File: config.mk
export PLATFORM = sky130hd
export DESIGN_NAME = par2ser_stream_flat
export DESIGN_NICKNAME = d
export VERILOG_FILES = /design/src/rtl/par2ser_stream_pkg.sv /design/src/rtl/par2ser_stream_if.sv /design/src/rtl/par2ser_stream.sv /design/src/flat_wrapper.sv
export SDC_FILE = /design/constraint.sdc
export NUM_CORES = 1
export LEC_CHECK = 0
export CORE_UTILIZATION = 44
export CTS_BUF_LIST = sky130_fd_sc_hd__clkbuf_4 sky130_fd_sc_hd__clkbuf_8
export DETAILED_ROUTE_END_ITERATION = 6
export PLACE_DENSITY = 0.83
export SLEW_MARGIN = 20
export SYNTH_ARGS = -nofsm -noshare
export SYNTH_HDL_FRONTEND = slang
export SYNTH_SLANG_ARGS = --single-unit
File: constraint.sdc
create_clock -name clk -period 2.3 [get_ports clk]
set_clock_uncertainty 0.1 [all_clocks]
set_input_delay 0.46 -clock clk [delete_from_list [all_inputs] [get_ports clk]]
set_output_delay 0.46 -clock clk [all_outputs]
set_load 0.05 [all_outputs]
File: src/rtl/par2ser_stream_pkg.sv
// par2ser_stream_pkg: shared types and helpers for the stream converters
package par2ser_stream_pkg;

    typedef enum logic {IDLE, SHIFT} state_t;

    typedef struct packed {
        logic valid;
        logic ready;
        logic last;
    } stream_hs_t;

    function automatic int clog2p1(input int x);
        return $clog2(x + 1);
    endfunction

endpackage

File: src/rtl/par2ser_stream_if.sv
// par2ser_stream_if: parallel-in / serial-out handshake bundle
interface par2ser_stream_if
    import par2ser_stream_pkg::*;
#(
    parameter int DW = 8,
    parameter int L  = 4,
    parameter int CW = clog2p1(L)
);
    logic                 in_valid;
    logic                 in_ready;
    logic [L-1:0][DW-1:0] in_data;
    logic [CW-1:0]        in_len;
    logic                 out_valid;
    logic                 out_ready;
    logic [DW-1:0]        out_data;
    logic                 out_last;

    modport master (
        output in_valid, in_data, in_len, out_ready,
        input  in_ready, out_valid, out_data, out_last
    );

    modport slave (
        input  in_valid, in_data, in_len, out_ready,
        output in_ready, out_valid, out_data, out_last
    );
endinterface

File: src/rtl/par2ser_stream.sv
// par2ser_stream: emits a loaded word vector one word per cycle, oldest (index n-1) first
module par2ser_stream
    import par2ser_stream_pkg::*;
#(
    parameter int DW = 8,
    parameter int L  = 4
) (
    input  logic            clk,
    input  logic            rst,
    par2ser_stream_if.slave io_bus
);
    localparam int CW = clog2p1(L);

    state_t               r_state, w_state_nxt;
    logic [CW-1:0]        r_cnt, w_cnt_nxt, w_len, w_idx;
    logic [L-1:0][DW-1:0] r_buf, w_buf_nxt;
    logic                 w_load;
    stream_hs_t           w_hs;

    assign w_len  = (io_bus.in_len == '0 || io_bus.in_len > CW'(L)) ? CW'(L) : io_bus.in_len;
    assign w_idx  = r_cnt - CW'(1);
    assign w_load = io_bus.in_valid && w_hs.ready;

    // handshake flags; ready reopens on the last word's accept so vectors chain without bubbles
    always_comb begin
        w_hs       = '0;
        w_hs.valid = !rst && r_state == SHIFT;
        w_hs.ready = !rst && (r_state == IDLE || (r_cnt == CW'(1) && io_bus.out_ready));
        w_hs.last  = w_hs.valid && r_cnt == CW'(1);
    end

    assign io_bus.in_ready  = w_hs.ready;
    assign io_bus.out_valid = w_hs.valid;
    assign io_bus.out_last  = w_hs.last;
    assign io_bus.out_data  = (r_state == SHIFT) ? r_buf[w_idx] : '0;

    // next state: a load wins over the final-word drain
    always_comb begin
        w_state_nxt = r_state;
        w_cnt_nxt   = r_cnt;
        w_buf_nxt   = r_buf;
        if (w_load) begin
            w_buf_nxt   = io_bus.in_data;
            w_cnt_nxt   = w_len;
            w_state_nxt = SHIFT;
        end else if (r_state == SHIFT && io_bus.out_ready) begin
            w_cnt_nxt   = w_idx;
            w_state_nxt = (r_cnt == CW'(1)) ? IDLE : SHIFT;
        end
    end

    // state, counter and word buffer registers
    always_ff @(posedge clk) begin
        if (rst) begin
            r_state <= IDLE;
            r_cnt   <= '0;
            r_buf   <= '0;
        end else begin
            r_state <= w_state_nxt;
            r_cnt   <= w_cnt_nxt;
            r_buf   <= w_buf_nxt;
        end
    end
endmodule

File: src/flat_wrapper.sv
// flat-port wrapper written by rule: the top's interface ports become plain ports
module par2ser_stream_flat import par2ser_stream_pkg::*;
#(
    parameter int DW = 8,
    parameter int L  = 4
)
  (clk, rst, io_bus_in_valid, io_bus_in_data, io_bus_in_len, io_bus_out_ready, io_bus_in_ready, io_bus_out_valid, io_bus_out_data, io_bus_out_last);
  par2ser_stream_if #(.DW(DW), .L(L)) io_bus_i ();
  input  logic clk;
  input  logic rst;
  input wire logic [$bits(io_bus_i.in_valid)-1:0] io_bus_in_valid;
  input wire logic [$bits(io_bus_i.in_data)-1:0] io_bus_in_data;
  input wire logic [$bits(io_bus_i.in_len)-1:0] io_bus_in_len;
  input wire logic [$bits(io_bus_i.out_ready)-1:0] io_bus_out_ready;
  output wire logic [$bits(io_bus_i.in_ready)-1:0] io_bus_in_ready;
  output wire logic [$bits(io_bus_i.out_valid)-1:0] io_bus_out_valid;
  output wire logic [$bits(io_bus_i.out_data)-1:0] io_bus_out_data;
  output wire logic [$bits(io_bus_i.out_last)-1:0] io_bus_out_last;
  assign io_bus_i.in_valid = io_bus_in_valid;
  assign io_bus_i.in_data = io_bus_in_data;
  assign io_bus_i.in_len = io_bus_in_len;
  assign io_bus_i.out_ready = io_bus_out_ready;
  assign io_bus_in_ready = io_bus_i.in_ready;
  assign io_bus_out_valid = io_bus_i.out_valid;
  assign io_bus_out_data = io_bus_i.out_data;
  assign io_bus_out_last = io_bus_i.out_last;
  par2ser_stream #(.DW(DW), .L(L)) u_core (.clk(clk), .rst(rst), .io_bus(io_bus_i));
endmodule
==> results of run 1 <==
timing repair:
item	CTS	global route
buffers inserted	3	0
pin swaps	1	1
endpoints found under the setup margin	8	8
resized for setup	16	1
layout make-up:
cell class              instances  area [um2]
clock buffers                   6       76.32
clock inverters                 2       35.03
fillers                       281        1049
inverters                       3       11.26
multi-input cells             136       865.8
flip-flops and latches         36       723.2
well taps                      46       57.56
repair buffers                 63       650.6
Yosys cell counts:
master,count
sky130_fd_sc_hd__a211oi_1,1
sky130_fd_sc_hd__a211oi_2,1
sky130_fd_sc_hd__a21bo_1,1
sky130_fd_sc_hd__a21boi_4,1
sky130_fd_sc_hd__a21oi_1,36
sky130_fd_sc_hd__and2_1,8
sky130_fd_sc_hd__and3b_1,1
sky130_fd_sc_hd__buf_2,2
sky130_fd_sc_hd__buf_4,2
sky130_fd_sc_hd__buf_6,5
sky130_fd_sc_hd__clkbuf_1,5
sky130_fd_sc_hd__dfxtp_1,36
sky130_fd_sc_hd__ha_1,3
sky130_fd_sc_hd__inv_1,3
sky130_fd_sc_hd__mux2i_1,1
sky130_fd_sc_hd__mux4_2,8
sky130_fd_sc_hd__nand2_1,66
sky130_fd_sc_hd__nand3_1,1
sky130_fd_sc_hd__nand3b_1,1
sky130_fd_sc_hd__nand3b_4,1
sky130_fd_sc_hd__nor2_1,2
sky130_fd_sc_hd__nor2b_1,1
sky130_fd_sc_hd__or2_2,1
sky130_fd_sc_hd__xnor2_1,2
flip-flops by register name, indices dropped and copies added, names as in the netlist:
| signal | flops |
|---|---|
| u_core.r_state | 1 |
| u_core.r_cnt | 3 |
| u_core.r_buf | 32 |
kinds of logic (layout without fill, tap and decap cells):
group                    Yosys count  in the layout
AO/OA/AOI/OAI                     40             40
XOR/XNOR                           2              2
adder cells (fa/ha/maj)            3              3
buffers and inverters             17             74
flip-flops                        36             36
multiplexers                       9              9
AND/OR/NAND/NOR                   82             82
routing by layer:
layer / track usage [%] / routed length [um]
met1: 24.29 / 1614
met2: 34.44 / 1957
met3: 7.065 / 223
met4: 10.80 / 99
met5: 0 / 0
report_power, final:
part           internal, mW  switching, mW  total (mW)  leakage [nW]
registers             0.664         0.0210       0.685         0.297
clock network         0.333          0.221       0.554        0.0586
logic                 0.205          0.172       0.376         0.611
worst paths after layout:
path	start	cells past startpoint	end	slack [ns]
min reg2reg	u_core.r_buf[15]	2	u_core.r_buf[15]	0.35
min	u_core.r_buf[15]	2	u_core.r_buf[15]	0.35
max reg2reg	u_core.r_cnt[0]	7	u_core.r_buf[14]	0.55
max	u_core.r_cnt[1]	6	io_bus_out_data[2]	-0.17
worst max-delay path, stage by stage (launching register included):
cell                      delay [ns]
sky130_fd_sc_hd__dfxtp_2        0.34
sky130_fd_sc_hd__inv_2          0.06
sky130_fd_sc_hd__ha_4           0.28
sky130_fd_sc_hd__buf_6          0.12
sky130_fd_sc_hd__mux4_2         0.49
sky130_fd_sc_hd__and2_4         0.17
sky130_fd_sc_hd__buf_8          0.14
cell usage in the layout (no fill, tap or decap), drive strengths merged, types with 2 or more instances in the layout:
cell type | Yosys | final
nand2 | 66 | 66
clkdlybuf4s50 | 0 | 38
a21oi | 36 | 36
dfxtp | 36 | 36
buf | 9 | 25
mux4 | 8 | 8
and2 | 8 | 8
clkbuf | 5 | 6
inv | 3 | 3
ha | 3 | 3
xnor2 | 2 | 2
nor2 | 2 | 2
nand3b | 2 | 2
a211oi | 2 | 2
==> flow_results.xml, run 1 <==
<?xml version="1.0" encoding="UTF-8"?>
<metrics>
  <group name="timing">
    <metric name="hold_violation_total_from_the_final_report" unit="">0</metric>
    <metric name="final-setup-viol-count" unit="">7</metric>
    <metric name="time_the_final_worst_path_needs_with_i_o_delays_and_setup" unit="ns">2.467</metric>
    <metric name="finalMaxSlewViolations" unit="">0</metric>
    <metric name="timing.slew.headroom" unit="%">83.94</metric>
    <metric name="max_freq" unit="GHz">0.4054</metric>
    <metric name="period_share" unit="%">107.2</metric>
    <metric name="tightestPinTransition" unit="ns">0.2417</metric>
    <metric name="hold-worst-slack" unit="ns">0.3541</metric>
    <metric name="rsz0062_at_grt" unit="">true</metric>
    <metric name="setup-tns-final" unit="ns">-1.088</metric>
    <metric name="setup_slack" unit="ns">-0.1667</metric>
  </group>
  <group name="layout">
    <metric name="final_nets" unit="">287</metric>
    <metric name="area.growth.synth_to_final" unit="%">45.30</metric>
    <metric name="drive_gt1_share" unit="%">23.58</metric>
    <metric name="finish.cell_count_without_fillers" unit="">292</metric>
    <metric name="finish.instance_area" unit="um2">2420</metric>
    <metric name="num_antenna_cells" unit="">0</metric>
    <metric name="layout.core_utilization" unit="%">69.77</metric>
  </group>
  <group name="synth">
    <metric name="synth_cell_types" unit="">24</metric>
    <metric name="synth-adder-area-share" unit="%">2.254</metric>
    <metric name="synthXorXnorAreaFrac" unit="%">1.052</metric>
    <metric name="syn_area_per_cell" unit="um2">8.811</metric>
    <metric name="synth_top_family_by_area" unit="">simple AND/OR/NAND/NOR gates</metric>
    <metric name="proportion_of_synthesized_chip_area_in_sequential_cells" unit="%">43.28</metric>
    <metric name="synth_compound_gate_area_share" unit="%">13.75</metric>
    <metric name="cell_count_after_synthesis" unit="">189</metric>
    <metric name="muxShareOfSynthArea" unit="%">11.42</metric>
    <metric name="synth-seq-cells" unit="">36</metric>
    <metric name="synth_top_area_share" unit="%">43.28</metric>
    <metric name="synth_simple_gate_area_share" unit="%">21.56</metric>
    <metric name="synth.net_count" unit="">231</metric>
    <metric name="netlist.top_cell.by_area" unit="">sky130_fd_sc_hd__dfxtp_1</metric>
    <metric name="synth.area.top_cells" unit="">sky130_fd_sc_hd__dfxtp_1, sky130_fd_sc_hd__nand2_1, sky130_fd_sc_hd__a21oi_1</metric>
    <metric name="yosys_warnings" unit="">0</metric>
    <metric name="cell_area_after_synthesis" unit="um2">1665</metric>
  </group>
  <group name="floorplanning">
    <metric name="floorplan.rows" unit="">21</metric>
    <metric name="initial_utilization" unit="%">48.02</metric>
    <metric name="design.die.area" unit="um2">4035</metric>
    <metric name="top_level_ports" unit="">50</metric>
    <metric name="core" unit="um2">3468</metric>
    <metric name="dieWidth" unit="um">63.52</metric>
    <metric name="die_height" unit="um">63.52</metric>
  </group>
  <group name="clock_network">
    <metric name="htreeDepth" unit="">2</metric>
    <metric name="cts_sinks" unit="">36</metric>
    <metric name="cts_made_buffers" unit="">5</metric>
    <metric name="clk_transition_reported_paths" unit="ns">0.07</metric>
    <metric name="source_to_sink_clock_delay_at_the_later_pin_of_the_worst_skew_pair" unit="ns">0.29</metric>
    <metric name="clock_tree_from_tritoncts" unit="">done</metric>
    <metric name="maximum_clock_insertion_buffer_count" unit="">2</metric>
    <metric name="clock-root-buffer" unit="">sky130_fd_sc_hd__clkbuf_8</metric>
    <metric name="hold_buffers" unit="">0</metric>
  </group>
  <group name="setup_path">
    <metric name="endpoint_kind" unit="">output pin</metric>
    <metric name="cp_max_fo" unit="">4</metric>
    <metric name="timing.setup.critical_path_class" unit="">register to output pin</metric>
    <metric name="required" unit="ns">1.74</metric>
    <metric name="cp.arrival" unit="ns">1.91</metric>
    <metric name="cp-start-kind" unit="">register</metric>
  </group>
  <group name="job">
    <metric name="max-cap-violations" unit="">0</metric>
  </group>
  <group name="detailed_routing">
    <metric name="route.detailed.vias_per_inst" unit="">5.027</metric>
    <metric name="dr.first_iter.drc_count" unit="">96</metric>
    <metric name="drtPass1Iterations" unit="">5</metric>
    <metric name="vias" unit="">1468</metric>
    <metric name="drt.antenna.violating_nets" unit="">0</metric>
    <metric name="drc_errors" unit="">0</metric>
    <metric name="drt-wirelength-per-cell" unit="um">13.34</metric>
    <metric name="drt_wl_total" unit="um">3894</metric>
  </group>
  <group name="grt">
    <metric name="grt_first_pass_wirelength" unit="um">6389</metric>
    <metric name="gr-total-overflow" unit="">0</metric>
    <metric name="grtUsageTotal" unit="%">21.09</metric>
    <metric name="grt_antenna_before_repair" unit="">0</metric>
    <metric name="number_of_global_route_vias_before_repair" unit="">1400</metric>
    <metric name="grt_start_max_net_pins" unit="">20</metric>
  </group>
  <group name="pwr">
    <metric name="ir_worst_vdd" unit="mV">0.4670</metric>
    <metric name="power_per_cell_area" unit="nW/um2">667.8</metric>
    <metric name="fin_total_pwr" unit="mW">1.616</metric>
    <metric name="power.static_leakage" unit="nW">0.9664</metric>
  </group>
  <group name="placed_design">
    <metric name="detailed_place.area" unit="um2">2226</metric>
    <metric name="pre_cts_ws" unit="ns">0.03033</metric>
    <metric name="post-dp-hpwl" unit="um">2650</metric>
    <metric name="finalWeightedCongestion" unit="">0.7680</metric>
    <metric name="place.detailed.instances" unit="">281</metric>
    <metric name="place.port_buffers" unit="">49</metric>
  </group>
  <group name="outcome">
    <metric name="outcome" unit="">finished, violations left</metric>
    <metric name="violations" unit="">setup timing</metric>
  </group>
  <group name="hold_path">
    <metric name="worst_hold_path_type" unit="">register to register</metric>
  </group>
</metrics>
Power figures use the tool's default switching activity.
==> run 2, diff against run 1 <==
SETUP_SLACK_MARGIN = 0.02   (was default)
==> run 2 against run 1 <==
  * The flow still finishes with violations (setup timing)
  * Register-to-register slack is essentially flat
  * Via count shrank 1.4%
  * Hold slack lost 0.00077 ns
  * Critical path type unchanged
==> flow_results.xml, run 2 (synthesized netlist as in run 1, its figures left out) <==
<?xml version="1.0" encoding="UTF-8"?>
<metrics>
  <group name="outcome">
    <metric name="outcome" unit="">finished, violations left</metric>
    <metric name="violations" unit="">setup timing</metric>
  </group>
  <group name="placed_design">
    <metric name="finalWeightedCongestion" unit="">0.7680</metric>
    <metric name="place.port_buffers" unit="">49</metric>
    <metric name="post-dp-hpwl" unit="um">2650</metric>
    <metric name="place.detailed.instances" unit="">281</metric>
    <metric name="pre_cts_ws" unit="ns">0.03033</metric>
  </group>
  <group name="detailed_routing">
    <metric name="drtPass1Iterations" unit="">4</metric>
    <metric name="drc_errors" unit="">0</metric>
    <metric name="route.detailed.vias_per_inst" unit="">4.955</metric>
    <metric name="drt.antenna.violating_nets" unit="">0</metric>
    <metric name="vias" unit="">1447</metric>
    <metric name="drt-wirelength-per-cell" unit="um">13.36</metric>
    <metric name="drt_wl_total" unit="um">3901</metric>
    <metric name="dr.first_iter.drc_count" unit="">90</metric>
  </group>
  <group name="layout">
    <metric name="area_of_the_multi_input_gates" unit="um2">868.3</metric>
    <metric name="register_area" unit="um2">723.2</metric>
    <metric name="max_flop_register" unit="">u_core.r_buf</metric>
    <metric name="mostFrequentLayoutCell" unit="">sky130_fd_sc_hd__nand2_1</metric>
    <metric name="num_antenna_cells" unit="">0</metric>
    <metric name="final_nets" unit="">287</metric>
    <metric name="largestRegisters" unit="">u_core.r_buf (32), u_core.r_cnt (3), u_core.r_state (1)</metric>
    <metric name="finish.cell_count_without_fillers" unit="">292</metric>
    <metric name="mostFrequentLayoutCells" unit="">sky130_fd_sc_hd__nand2_1, sky130_fd_sc_hd__clkdlybuf4s50_1, sky130_fd_sc_hd__a21oi_1</metric>
    <metric name="largest_register_ffs" unit="">32</metric>
    <metric name="num-fill-cells" unit="">278</metric>
    <metric name="drive_gt1_share" unit="%">23.98</metric>
    <metric name="area.growth.synth_to_final" unit="%">45.68</metric>
  </group>
  <group name="clock_network">
    <metric name="clk_transition_reported_paths" unit="ns">0.07</metric>
    <metric name="maximum_clock_insertion_buffer_count" unit="">2</metric>
    <metric name="cts_sinks" unit="">36</metric>
    <metric name="clock_tree_from_tritoncts" unit="">done</metric>
    <metric name="cts_made_buffers" unit="">5</metric>
    <metric name="clock-root-buffer" unit="">sky130_fd_sc_hd__clkbuf_8</metric>
    <metric name="source_to_sink_clock_delay_at_the_later_pin_of_the_worst_skew_pair" unit="ns">0.29</metric>
    <metric name="htreeDepth" unit="">2</metric>
    <metric name="hold_buffers" unit="">0</metric>
  </group>
  <group name="setup_path">
    <metric name="critical_path.cell_chain" unit="">inv_2 &gt; ha_4 &gt; buf_6 &gt; mux4_2 &gt; and2_4 &gt; buf_8</metric>
    <metric name="critical-path-max-stage-delay" unit="ns">0.49</metric>
    <metric name="worst-path-buf-inv" unit="">3</metric>
    <metric name="timing.setup.critical_path_class" unit="">register to output pin</metric>
    <metric name="r2r_cells" unit="">7</metric>
    <metric name="cp.arrival" unit="ns">1.90</metric>
    <metric name="cp-start-kind" unit="">register</metric>
    <metric name="cp_max_fo" unit="">4</metric>
    <metric name="required" unit="ns">1.74</metric>
    <metric name="crit_path_top_delay_cell" unit="">sky130_fd_sc_hd__mux4_2</metric>
    <metric name="cp.depth" unit="">6</metric>
    <metric name="endpoint_kind" unit="">output pin</metric>
    <metric name="crit_family" unit="">multiplexers</metric>
  </group>
  <group name="floorplanning">
    <metric name="initial_utilization" unit="%">48.02</metric>
    <metric name="dieWidth" unit="um">63.52</metric>
    <metric name="design.die.area" unit="um2">4035</metric>
    <metric name="core" unit="um2">3468</metric>
    <metric name="die_height" unit="um">63.52</metric>
    <metric name="top_level_ports" unit="">50</metric>
    <metric name="floorplan.rows" unit="">21</metric>
  </group>
  <group name="timing">
    <metric name="finalMaxSlewViolations" unit="">0</metric>
    <metric name="setup-tns-final" unit="ns">-1.071</metric>
    <metric name="time_the_final_worst_path_needs_with_i_o_delays_and_setup" unit="ns">2.464</metric>
    <metric name="rsz0062_at_grt" unit="">true</metric>
    <metric name="setup_slack" unit="ns">-0.1640</metric>
    <metric name="final-setup-viol-count" unit="">7</metric>
    <metric name="timing.slew.headroom" unit="%">83.88</metric>
    <metric name="period_share" unit="%">107.1</metric>
    <metric name="max_freq" unit="GHz">0.4058</metric>
    <metric name="tightestPinTransition" unit="ns">0.2426</metric>
    <metric name="hold_violation_total_from_the_final_report" unit="">0</metric>
  </group>
  <group name="grt">
    <metric name="gr-total-overflow" unit="">0</metric>
    <metric name="grtUsageTotal" unit="%">21.09</metric>
    <metric name="number_of_global_route_vias_before_repair" unit="">1400</metric>
    <metric name="grt_first_pass_wirelength" unit="um">6389</metric>
    <metric name="grt_antenna_before_repair" unit="">0</metric>
    <metric name="grt_start_max_net_pins" unit="">20</metric>
  </group>
  <group name="pwr">
    <metric name="fin_total_pwr" unit="mW">1.618</metric>
    <metric name="power.static_leakage" unit="nW">0.9689</metric>
    <metric name="power_per_cell_area" unit="nW/um2">667.1</metric>
    <metric name="switching_portion_of_total_power" unit="%">25.65</metric>
    <metric name="p_sw" unit="mW">0.4151</metric>
    <metric name="internal-power" unit="mW">1.203</metric>
    <metric name="seqPwrFrac" unit="%">42.3</metric>
    <metric name="pwr-share-clk" unit="%">34.3</metric>
    <metric name="share_comb_of_total_power" unit="%">23.3</metric>
    <metric name="ir_worst_vdd" unit="mV">0.4670</metric>
  </group>
  <group name="hold_path">
    <metric name="hold-path-cell-count" unit="">2</metric>
    <metric name="worst_hold_path_type" unit="">register to register</metric>
  </group>
  <group name="job">
    <metric name="max-cap-violations" unit="">0</metric>
  </group>
</metrics>
-- run 2: cell counts in the layout (fill, tap and decap cells not counted) --
No cell type changed its count.
-- run 2: power by group through the flow --
| stage | clock (mW) | sequential [mW] | combinational (mW) |
|---|---|---|---|
| 4_1_cts | 0.565 | 0.685 | 0.377 |
| 6_report | 0.556 | 0.685 | 0.377 |
| 5_1_grt | 0.599 | 0.690 | 0.406 |
| 2_1_floorplan | 0 | 0.692 | 0.221 |
| 3_5_place_dp | 0 | 0.697 | 0.348 |
| 3_3_place_gp | 0 | 0.695 | 0.341 |
-- run 2: per-stage QoR --
| stage | instance area (um2) | utilization (%) | hold WS, ns |
|---|---|---|---|
| detailed placement | 2226 | 64.18 | 0.3466 |
| finish | 2426 | 69.95 | 0.3533 |
| global placement | 2226 | 64.18 | 0.3392 |
| floorplan | 1690 | - | 0.3331 |
| CTS | 2416 | 69.66 | 0.3565 |
| global route | 2426 | 69.95 | 0.3718 |
-- run 2: worst register-to-register path, stage by stage (launching register included) --
cell and delay, ns:
sky130_fd_sc_hd__dfxtp_2 0.34, sky130_fd_sc_hd__buf_4 0.19, sky130_fd_sc_hd__ha_1 0.23, sky130_fd_sc_hd__nand3b_4 0.12, sky130_fd_sc_hd__a21bo_1 0.27, sky130_fd_sc_hd__buf_4 0.22
sky130_fd_sc_hd__nand2_1 0.09, sky130_fd_sc_hd__a21oi_1 0.06
-- run 2: final cells by class --
class	instances	share of cell area (%)
multi-input cells	136	35.79
inverters	3	0.4642
clock buffers	6	3.146
flip-flops and latches	36	29.81
repair buffers	63	26.97
clock inverters	2	1.444
well taps	46	2.372
-- run 2: routing by layer --
| layer | vias up | GRT usage, % | wire [um] |
|---|---|---|---|
| met5 | - | 0 | 0 |
| met2 | 41 | 34.44 | 1973 |
| met1 | 660 | 24.29 | 1630 |
| met3 | 10 | 7.065 | 198 |
| met4 | 0 | 10.80 | 99 |
| li1 | 736 | - | - |
-- run 2: worst paths after layout --
kind                    start                  to  slack (ns)
max           u_core.r_cnt[1]  io_bus_out_data[2]       -0.16
min          u_core.r_buf[15]    u_core.r_buf[15]        0.35
max reg2reg   u_core.r_cnt[0]    u_core.r_buf[14]        0.55
min reg2reg  u_core.r_buf[15]    u_core.r_buf[15]        0.35
-- run 2: timing repair --
item / CTS / global route
endpoints found under the setup margin: 8 / 8
pin swaps: 1 / 1
cloned: 0 / 0
gates resized for setup: 16 / 3
buffers inserted: 3 / 0
